==> src/rtl/fifo_pkg.sv <==
// fifo_pkg: shared constants and parameter checks for the async FIFO read side
//   OUT_DEPTH  : capacity of the FWFT output buffer
//   OCC_W      : width of the occupancy count (0..OUT_DEPTH)
//   rd_lat_ok  : true when a memory read latency is supported (0 or 1 cycles)
package fifo_pkg;
  localparam int OUT_DEPTH = 2;
  localparam int OCC_W = $clog2(OUT_DEPTH + 1);
  function automatic bit rd_lat_ok(input int lat);
    return lat == 0 || lat == 1;
  endfunction
endpackage

==> src/rtl/fwft_buf2.sv <==
// fwft_buf2: in-order 2-entry head/tail queue feeding the FWFT output
//   i_rclk, i_rrst_n : read clock, async active-low reset
//   i_push, i_din    : word arriving from memory
//   i_pop            : head word taken downstream (only while o_occ != 0)
//   o_head           : registered head word
//   o_occ            : words held, 0..2
module fwft_buf2
  import fifo_pkg::*;
#(
  parameter int DATASIZE = 8
) (
  input  logic                i_rclk,
  input  logic                i_rrst_n,
  input  logic                i_push,
  input  logic [DATASIZE-1:0] i_din,
  input  logic                i_pop,
  output logic [DATASIZE-1:0] o_head,
  output logic [OCC_W-1:0]    o_occ
);
  logic [DATASIZE-1:0] r_head, r_tail, w_head_nxt, w_tail_nxt;
  logic [OCC_W-1:0]    r_occ, w_occ_nxt;

  // Head refills from tail when a full buffer drains; an arriving word lands
  // in head only when head is free after this edge, otherwise in tail.
  always_comb begin
    w_occ_nxt  = r_occ + OCC_W'(i_push) - OCC_W'(i_pop);
    w_head_nxt = (i_pop && r_occ == OCC_W'(OUT_DEPTH)) ? r_tail :
                 (i_push && (r_occ == '0 || i_pop)) ? i_din : r_head;
    w_tail_nxt = (i_push && (i_pop ? r_occ == OCC_W'(OUT_DEPTH) : r_occ == OCC_W'(1))) ? i_din : r_tail;
  end

  always_ff @(posedge i_rclk or negedge i_rrst_n) begin
    if (!i_rrst_n) begin
      r_head <= '0;
      r_tail <= '0;
      r_occ  <= '0;
    end else begin
      r_head <= w_head_nxt;
      r_tail <= w_tail_nxt;
      r_occ  <= w_occ_nxt;
    end
  end

  assign o_head = r_head;
  assign o_occ  = r_occ;
endmodule

==> src/rtl/rptr_fwft_reader.sv <==
// rptr_fwft_reader: async FIFO read-side consumer presenting a FWFT valid/ready stream
//   i_rclk, i_rrst_n : read clock, async active-low reset (shared with pointer block)
//   i_rempty_flag    : registered empty flag from the read-pointer block
//   o_r_en           : combinational pop request to the read-pointer block
//   i_rdata          : memory data at the current read address (RD_LAT cycles after pop)
//   o_valid, i_ready : downstream handshake
//   o_data           : registered head word
//   o_occupancy      : words held in the output buffer
module rptr_fwft_reader
  import fifo_pkg::*;
#(
  parameter int DATASIZE = 8,
  parameter int RD_LAT   = 1
) (
  input  logic                i_rclk,
  input  logic                i_rrst_n,
  input  logic                i_rempty_flag,
  output logic                o_r_en,
  input  logic [DATASIZE-1:0] i_rdata,
  output logic                o_valid,
  input  logic                i_ready,
  output logic [DATASIZE-1:0] o_data,
  output logic [1:0]          o_occupancy
);
  localparam bit LAT_OK = rd_lat_ok(RD_LAT);

  logic [OCC_W-1:0] w_occ;
  logic [OCC_W:0]   w_committed;
  logic             w_fire, w_arrive, w_inflight;

  if (!LAT_OK) begin : g_bad_lat
    $error("RD_LAT must be 0 or 1");
  end

  if (RD_LAT == 1) begin : g_lat1
    logic r_inflight;
    always_ff @(posedge i_rclk or negedge i_rrst_n) begin
      if (!i_rrst_n) r_inflight <= 1'b0;
      else           r_inflight <= o_r_en;
    end
    assign w_inflight = r_inflight;
    assign w_arrive   = r_inflight;
  end else begin : g_lat0
    assign w_inflight = 1'b0;
    assign w_arrive   = o_r_en;
  end

  assign o_valid     = w_occ != '0;
  assign o_occupancy = 2'(w_occ);
  assign w_fire      = o_valid && i_ready;
  assign w_committed = {1'b0, w_occ} + (OCC_W+1)'(w_inflight);
  // Credit: a slot being vacated this edge may be refilled by this pop.
  // o_r_en already excludes empty, so it doubles as the accepted-pop strobe.
  assign o_r_en = i_rrst_n && !i_rempty_flag &&
                  (w_committed < (OCC_W+1)'(OUT_DEPTH) + (OCC_W+1)'(w_fire));

  fwft_buf2 #(.DATASIZE(DATASIZE)) u_buf (
    .i_rclk  (i_rclk),
    .i_rrst_n(i_rrst_n),
    .i_push  (w_arrive),
    .i_din   (i_rdata),
    .i_pop   (w_fire),
    .o_head  (o_data),
    .o_occ   (w_occ)
  );

  always_ff @(posedge i_rclk) begin
    if (i_rrst_n) begin
      assert (w_committed <= (OCC_W+1)'(OUT_DEPTH));
      assert (!(o_r_en && i_rempty_flag));
    end
  end
endmodule

==> config.mk <==
export PLATFORM = sky130hd
export DESIGN_NAME = rptr_fwft_reader
export DESIGN_NICKNAME = d
export VERILOG_FILES = /design/src/rtl/fifo_pkg.sv /design/src/rtl/fwft_buf2.sv /design/src/rtl/rptr_fwft_reader.sv
export SDC_FILE = /design/constraint.sdc
export NUM_CORES = 1
export LEC_CHECK = 0
export BUFFER_PORTS_ARGS = -buffer_cell sky130_fd_sc_hd__buf_4
export CAP_MARGIN = 20
export CORE_UTILIZATION = 54
export CTS_CLUSTER_SIZE = 10
export DETAILED_ROUTE_END_ITERATION = 16
export PLACE_DENSITY = 0.82
export SLEW_MARGIN = 20
export SYNTH_ARGS = -nofsm -noshare
export SYNTH_HDL_FRONTEND = slang
export SYNTH_SLANG_ARGS = --single-unit
==> constraint.sdc <==
create_clock -name i_rclk -period 5.1 [get_ports i_rclk]
set_input_delay 0.51 -clock i_rclk [delete_from_list [all_inputs] [get_ports i_rclk]]
set_output_delay 0.51 -clock i_rclk [all_outputs]
set_load 0.01 [all_outputs]
==> metrics.csv, run 1 <==
stage,metric,value,unit
clock_tree,cts.reportedPaths.clkPinSlew,0.10,ns
floorplanning,fp.dieW,44.0,µm
synthesis,mappedNetlistArea,952,µm²
power,power.ir.vdd_worst,345,µV
synthesis,ys_top_cells_by_area,"sky130_fd_sc_hd__dfrtp_1 50%, sky130_fd_sc_hd__mux2_2 19%, sky130_fd_sc_hd__mux2_4 13%",
routing,postRouteWirelength,1.58,mm
clock_tree,cts_num_sinks,19,
floorplanning,placement_rows,14,
sta,slew_viol_final,0,
synthesis,synth_cell_types,17,
sta,tightestPinTransition,0.500,ns
floorplanning,start_util,0.604,
grt,grt_pass1_wl,2.81,mm
synthesis,netlist.area_leader.share,0.499,
critical_path,worst-endpoint-arrival,1.65,ns
critical_path,setup.worst_path.end_class,output port,
sta,timing.final.crit_share,0.424,
run_status,run_status,"finished, violations left",
placement,placement.io_buffers,23,
grt,antenna_found_initial,0,
clock_tree,cts_buffer_depth,2,
critical_path,cp_max_fo,8,
clock_tree,post_cts_hold_buffer_count,0,
sta,setup_total_negative_slack,0,ns
synthesis,synthCells,65,
power,finalPower,657,µW
critical_path,crit_required,4.59,ns
sta,setup_viol,0,
clock_tree,cts_post_setup_buffers_inserted,0,
final_layout,final_common_cell,sky130_fd_sc_hd__buf_4,
clock_tree,cts.htree.levels,1,
sta,finalWorstPathRequiredPeriod,2.16,ns
floorplanning,io_pins,24,
routing,via_per_inst,5.50,
routing,routedWlPerCell,14.9,µm
critical_path,critical_path.cell_chain,ha_1 > ha_1 > o21ai_0 > and3_1 > buf_4,
grt,grt_start_max_net_pins,21,
synthesis,synth_sequential_area_ratio,0.499,
clock_tree,cts_made_buffers,3,
floorplanning,coreArea,1580,µm²
synthesis,avgSynthCellArea,14.6,µm²
sta,skew,0.00407,ns
routing,dr.first_iter.drc_count,12,
placement,gp_congestion,0.704,
routing,drc,1,
final_layout,n_antenna_cell,0,
grt,globalRouteTotalUtil,0.206,
critical_path,critPathMostFrequentCell,sky130_fd_sc_hd__ha_1,
synthesis,yosys.area.top_type,sky130_fd_sc_hd__dfrtp_1,
clock_tree,clock_latency_reported_for_the_late_side_of_the_worst_skew_pair,0.29,ns
critical_path,crit_type,reg2out,
floorplanning,design.die.area,1940,µm²
sta,final-hold-violation-count,0,
synthesis,mappedNetlistNets,81,
run_status,violations,design-rule violations,
critical_path,start_kind,register,
synthesis,postSynthRegisterBits,19,
sta,fmax,0.462,GHz
critical_path,cp_slowest_stage_delay,0.48,ns
final_layout,proportion_of_layout_cells_with_a_drive_suffix_above_1,0.578,
run,max_cap_violations,0,
sta,slew_headroom,0.667,
clock_tree,clock-root-buffer,sky130_fd_sc_hd__clkbuf_4,
final_layout,flow.area_growth_from_synthesis,20.6,%
power,power.density,572,nW/µm²
routing,first_pass_iters,12,
synthesis,ys.warnings.count,0,
placement,place_hpwl,1.16,mm
worst_hold_path,min_delay_worst_type,in2async,
power,power_leakage,0.000580,µW
final_layout,layout.cells.most_common_list,"23 x sky130_fd_sc_hd__buf_4, 19 x sky130_fd_sc_hd__dfrtp_1, 16 x sky130_fd_sc_hd__mux2_2",
grt,grt.overflow.total,0,
floorplanning,chipHeight,44.0,µm
sta,rsz0062_at_grt,false,
routing,drt.antenna.violating_nets,0,
grt,first_global_vias,625,
critical_path,critical-path-slowest-cell,sky130_fd_sc_hd__dfrtp_1,
final_layout,nNetsFinal,107,
clock_tree,post_cts_resize_count,0,
routing,vias,583,
clock_tree,clock_tree_from_tritoncts,done,
[metrics by stage]
step / setup slack (ns) / cell area [µm²] / std cells / utilization / hold WS [ns]
after floorplan: 3.39 / 952 / 65 / - / 0.214
after global placement: 3.26 / 1120 / 102 / 0.712 / 0.398
after detailed placement: 3.20 / 1120 / 102 / 0.712 / 0.396
after CTS: 2.93 / 1150 / 106 / 0.729 / 0.0651
after global routing: 2.82 / 1150 / 106 / 0.729 / 0.0653
final: 2.94 / 1150 / 106 / 0.729 / 0.0687
[registers in the layout (all words and copies together) (netlist names)]
name and cells:
u_buf.r_tail 8, g_lat1.r_inflight 1, u_buf.o_head 8, u_buf.o_occ 2
[report_power, final]
part / total, µW / switching, µW / internal, µW
registers: 280 / 54.4 / 226
clock network: 74.9 / 44.5 / 30.4
logic: 302 / 111 / 191
total: 657 / 210 / 447
[logic make-up (layout without fill, tap and decap cells)]
logic type                 count (synthesis)  after routing  share of synthesized area
AOI/OAI and AO/OA                          4              4                     0.0302
xor gates and xnor gates                   2              2                     0.0184
adders and majority gates                  4              4                     0.0526
buffers and inverters                      5             30                     0.0355
DFF                                       19             19                      0.499
muxes                                     25             25                      0.326
and+or+nand+nor                            6              6                     0.0381
[worst paths after layout]
check / from / endpoint / slack (ns) / cells past startpoint
setup / recovery: u_buf.o_occ[0]$_DFF_PN0_ / o_r_en / 2.94 / 5
min in group i_rclk: i_rdata[3] / u_buf.r_tail[3]$_DFFE_PN0P_ / 0.45 / 2
setup reg to reg: u_buf.o_occ[0]$_DFF_PN0_ / u_buf.r_tail[0]$_DFFE_PN0P_ / 3.27 / 3
hold / removal: i_rrst_n / u_buf.o_head[1]$_DFFE_PN0P_ / 0.07 / 1
hold reg to reg: u_buf.o_head[1]$_DFFE_PN0P_ / u_buf.o_head[1]$_DFFE_PN0P_ / 0.52 / 1
max in group asynchronous: i_rrst_n / u_buf.r_tail[2]$_DFFE_PN0P_ / 4.83 / 1
[synth_stat cells]
cell type	number
sky130_fd_sc_hd__a21bo_1	1
sky130_fd_sc_hd__buf_6	2
sky130_fd_sc_hd__and3_1	1
sky130_fd_sc_hd__mux2i_1	1
sky130_fd_sc_hd__o21ai_0	2
sky130_fd_sc_hd__nand3b_1	1
sky130_fd_sc_hd__or3b_1	1
sky130_fd_sc_hd__nand2_1	1
sky130_fd_sc_hd__inv_1	3
sky130_fd_sc_hd__mux2_2	16
sky130_fd_sc_hd__o21ai_2	1
sky130_fd_sc_hd__dfrtp_1	19
sky130_fd_sc_hd__ha_1	4
sky130_fd_sc_hd__mux2_4	8
sky130_fd_sc_hd__xnor2_1	2
sky130_fd_sc_hd__or2_2	1
sky130_fd_sc_hd__nor2_1	1
[critical path, delay by kind of cell (launching register included)]
kind / cells / cell delay (ns)
AOI/OAI and AO/OA: 1 / 0.07
adders and majority gates: 2 / 0.49
buffers and inverters: 1 / 0.14
DFF: 1 / 0.48
and+or+nand+nor: 1 / 0.18
[layout make-up]
class / instances / area (µm²)
Inverter: 3 / 11.3
Fill cell: 118 / 428
Timing Repair Buffer: 23 / 173
Sequential cell: 19 / 475
Multi-Input combinational cell: 41 / 443
Clock buffer: 4 / 26.3
Tap cell: 16 / 20.0
[metal layers]
metal | track usage | vias up | wire length [µm]
met1 | 0.266 | 285 | 730
met5 | 0 | - | 0
li1 | - | 278 | -
met2 | 0.334 | 18 | 739
met3 | 0.0542 | 2 | 87
met4 | 0.0727 | 0 | 19
(Power assumes the default switching activity.)
==> run 2: changes to the inputs <==
Settings changed: CORE_UTILIZATION 54 to 51, PLACE_DENSITY 0.82 to 0.78.
Clock period 5.1 ns to 2.2 ns, I/O delays scaled along.
==> metrics.csv, run 2 (same netlist as run 1, synthesis figures left out) <==
stage,metric,value,unit
run_status,run_status,"finished, final reports clean",
critical_path,timing.critical_path.buf_inv,1,
final_layout,n_antenna_cell,0,
routing,routedWlPerCell,12.3,µm
placement,placed_cells,112,
critical_path,start_kind,register,
grt,first_global_vias,598,
critical_path,critical_path.top_delay_family,adder cells,
sta,whs,0.167,ns
run,max_cap_violations,0,
critical_path,critical-path-slowest-cell,sky130_fd_sc_hd__dfrtp_1,
clock_tree,cts_buffer_depth,2,
floorplanning,start_util,0.546,
sta,skew,0.00329,ns
placement,placement.io_buffers,23,
grt,antenna_found_initial,0,
final_layout,flow.area_growth_from_synthesis,23.8,%
final_layout,final_common_cell,sky130_fd_sc_hd__buf_4,
critical_path,critical_path.cell_chain,ha_1 > ha_1 > o21ai_0 > and3_1 > buf_4,
sta,final-hold-violation-count,0,
floorplanning,design.die.area,2040,µm²
routing,vias,584,
grt,globalRouteTotalUtil,0.170,
power,power.ir.vdd_worst,859,µV
sta,slew_viol_final,0,
clock_tree,cts_post_setup_buffers_inserted,0,
floorplanning,io_pins,24,
clock_tree,cts.htree.levels,1,
floorplanning,placement_rows,15,
final_layout,final_cell_count_no_fill,117,
routing,drt.antenna.violating_nets,0,
clock_tree,post_cts_resize_count,0,
floorplanning,fp.dieW,45.2,µm
routing,drc,0,
worst_hold_path,min_delay_worst_type,in2reg,
placement,place_hpwl,1.08,mm
routing,dr.first_iter.drc_count,1,
sta,finalWorstPathRequiredPeriod,1.85,ns
placement,gp_congestion,0.739,
floorplanning,chipHeight,45.2,µm
routing,first_pass_iters,2,
clock_tree,clock-root-buffer,sky130_fd_sc_hd__clkbuf_4,
power,power_leakage,0.000591,µW
sta,fmax,0.541,GHz
critical_path,crit_required,1.98,ns
clock_tree,clock_latency_reported_for_the_late_side_of_the_worst_skew_pair,0.28,ns
sta,slew_headroom,0.704,
final_layout,layout.cells.most_common_list,"24 x sky130_fd_sc_hd__buf_4, 19 x sky130_fd_sc_hd__dfrtp_1, 16 x sky130_fd_sc_hd__mux2_2",
routing,postRouteWirelength,1.44,mm
clock_tree,clock_tree_from_tritoncts,done,
grt,grt.overflow.total,0,
sta,timing.final.crit_share,0.840,
floorplanning,coreArea,1750,µm²
clock_tree,cts_made_buffers,3,
critical_path,critPathMostFrequentCell,sky130_fd_sc_hd__ha_1,
power,power.density,1280,nW/µm²
clock_tree,cts.reportedPaths.clkPinSlew,0.11,ns
clock_tree,cts_num_sinks,19,
critical_path,crit_type,reg2out,
grt,grt_pass1_wl,2.48,mm
final_layout,final_util,0.675,
routing,via_per_inst,4.99,
final_layout,proportion_of_layout_cells_with_a_drive_suffix_above_1,0.587,
critical_path,worst-endpoint-arrival,1.63,ns
final_layout,final_area,1180,µm²
sta,setup_total_negative_slack,0,ns
sta,setup_viol,0,
sta,tightestPinTransition,0.443,ns
critical_path,cp_max_fo,8,
placement,postPlaceCellArea,1140,µm²
critical_path,setup.worst_path.end_class,output port,
final_layout,nNetsFinal,109,
grt,grt_start_max_net_pins,21,
sta,rsz0062_at_grt,false,
critical_path,cp_slowest_stage_delay,0.47,ns
==> run 2: cell types whose count changed in the layout (fill, tap and decap cells not counted), sizes merged <==
cell / change
buf: +1
clkbuf: -1
clkinv: +1
dlygate4sd3: +1
==> run 2: layout make-up <==
| type | instances | area [µm²] |
|---|---|---|
| clock buffers | 3 | 22.5 |
| well taps | 25 | 31.3 |
| clock inverters | 1 | 5.00 |
| repair buffers | 25 | 190 |
| fillers | 146 | 567 |
| inverters | 3 | 11.3 |
| flip-flops and latches | 19 | 475 |
| multi-input cells | 41 | 443 |
==> run 2: metrics by stage <==
stage,setup slack (ns),power (µW)
floorplan,0.540,1120
global placement,0.539,1340
detailed placement,0.500,1370
CTS,0.327,1540
global route,0.249,1630
finish,0.351,1510
==> run 2: final timing paths <==
path | slack [ns] | from | to | cells after the start
min reg2reg | 0.52 | u_buf.o_head[4]$_DFFE_PN0P_ | u_buf.o_head[4]$_DFFE_PN0P_ | 1
max in group asynchronous | 1.66 | i_rrst_n | u_buf.o_occ[0]$_DFF_PN0_ | 2
min in group asynchronous | 0.34 | i_rrst_n | u_buf.r_tail[1]$_DFFE_PN0P_ | 2
max reg2reg | 0.49 | u_buf.o_occ[1]$_DFF_PN0_ | u_buf.r_tail[7]$_DFFE_PN0P_ | 3
min | 0.17 | i_rdata[5] | u_buf.r_tail[5]$_DFFE_PN0P_ | 2
max | 0.35 | u_buf.o_occ[0]$_DFF_PN0_ | o_r_en | 5
==> run 2: report_power, final <==
group	total (µW)	leakage, µW	switching (µW)	internal [µW]
Combinational	705	0.000344	254	451
Clock	167	0.0000177	99.7	67.4
Sequential	642	0.000230	120	523
==> run 2: repair_timing <==
item                                   CTS  global route
hold buffers                             1             0
setup endpoints to repair                0             0
endpoints found under the hold margin   19             0
==> run 2: routing by layer <==
metal | track usage | routed length, µm | up-vias
met5 | 0 | 0 | -
met3 | 0.0360 | 48 | 2
met4 | 0.0545 | 10 | 0
met2 | 0.275 | 664 | 14
li1 | - | - | 283
met1 | 0.227 | 715 | 285
==> run 2: worst reg2reg max path, stage by stage, from the launching register on <==
cell	delay (ns)
sky130_fd_sc_hd__dfrtp_1	0.48
sky130_fd_sc_hd__or3b_1	0.40
sky130_fd_sc_hd__a21bo_1	0.36
sky130_fd_sc_hd__mux2_4	0.36
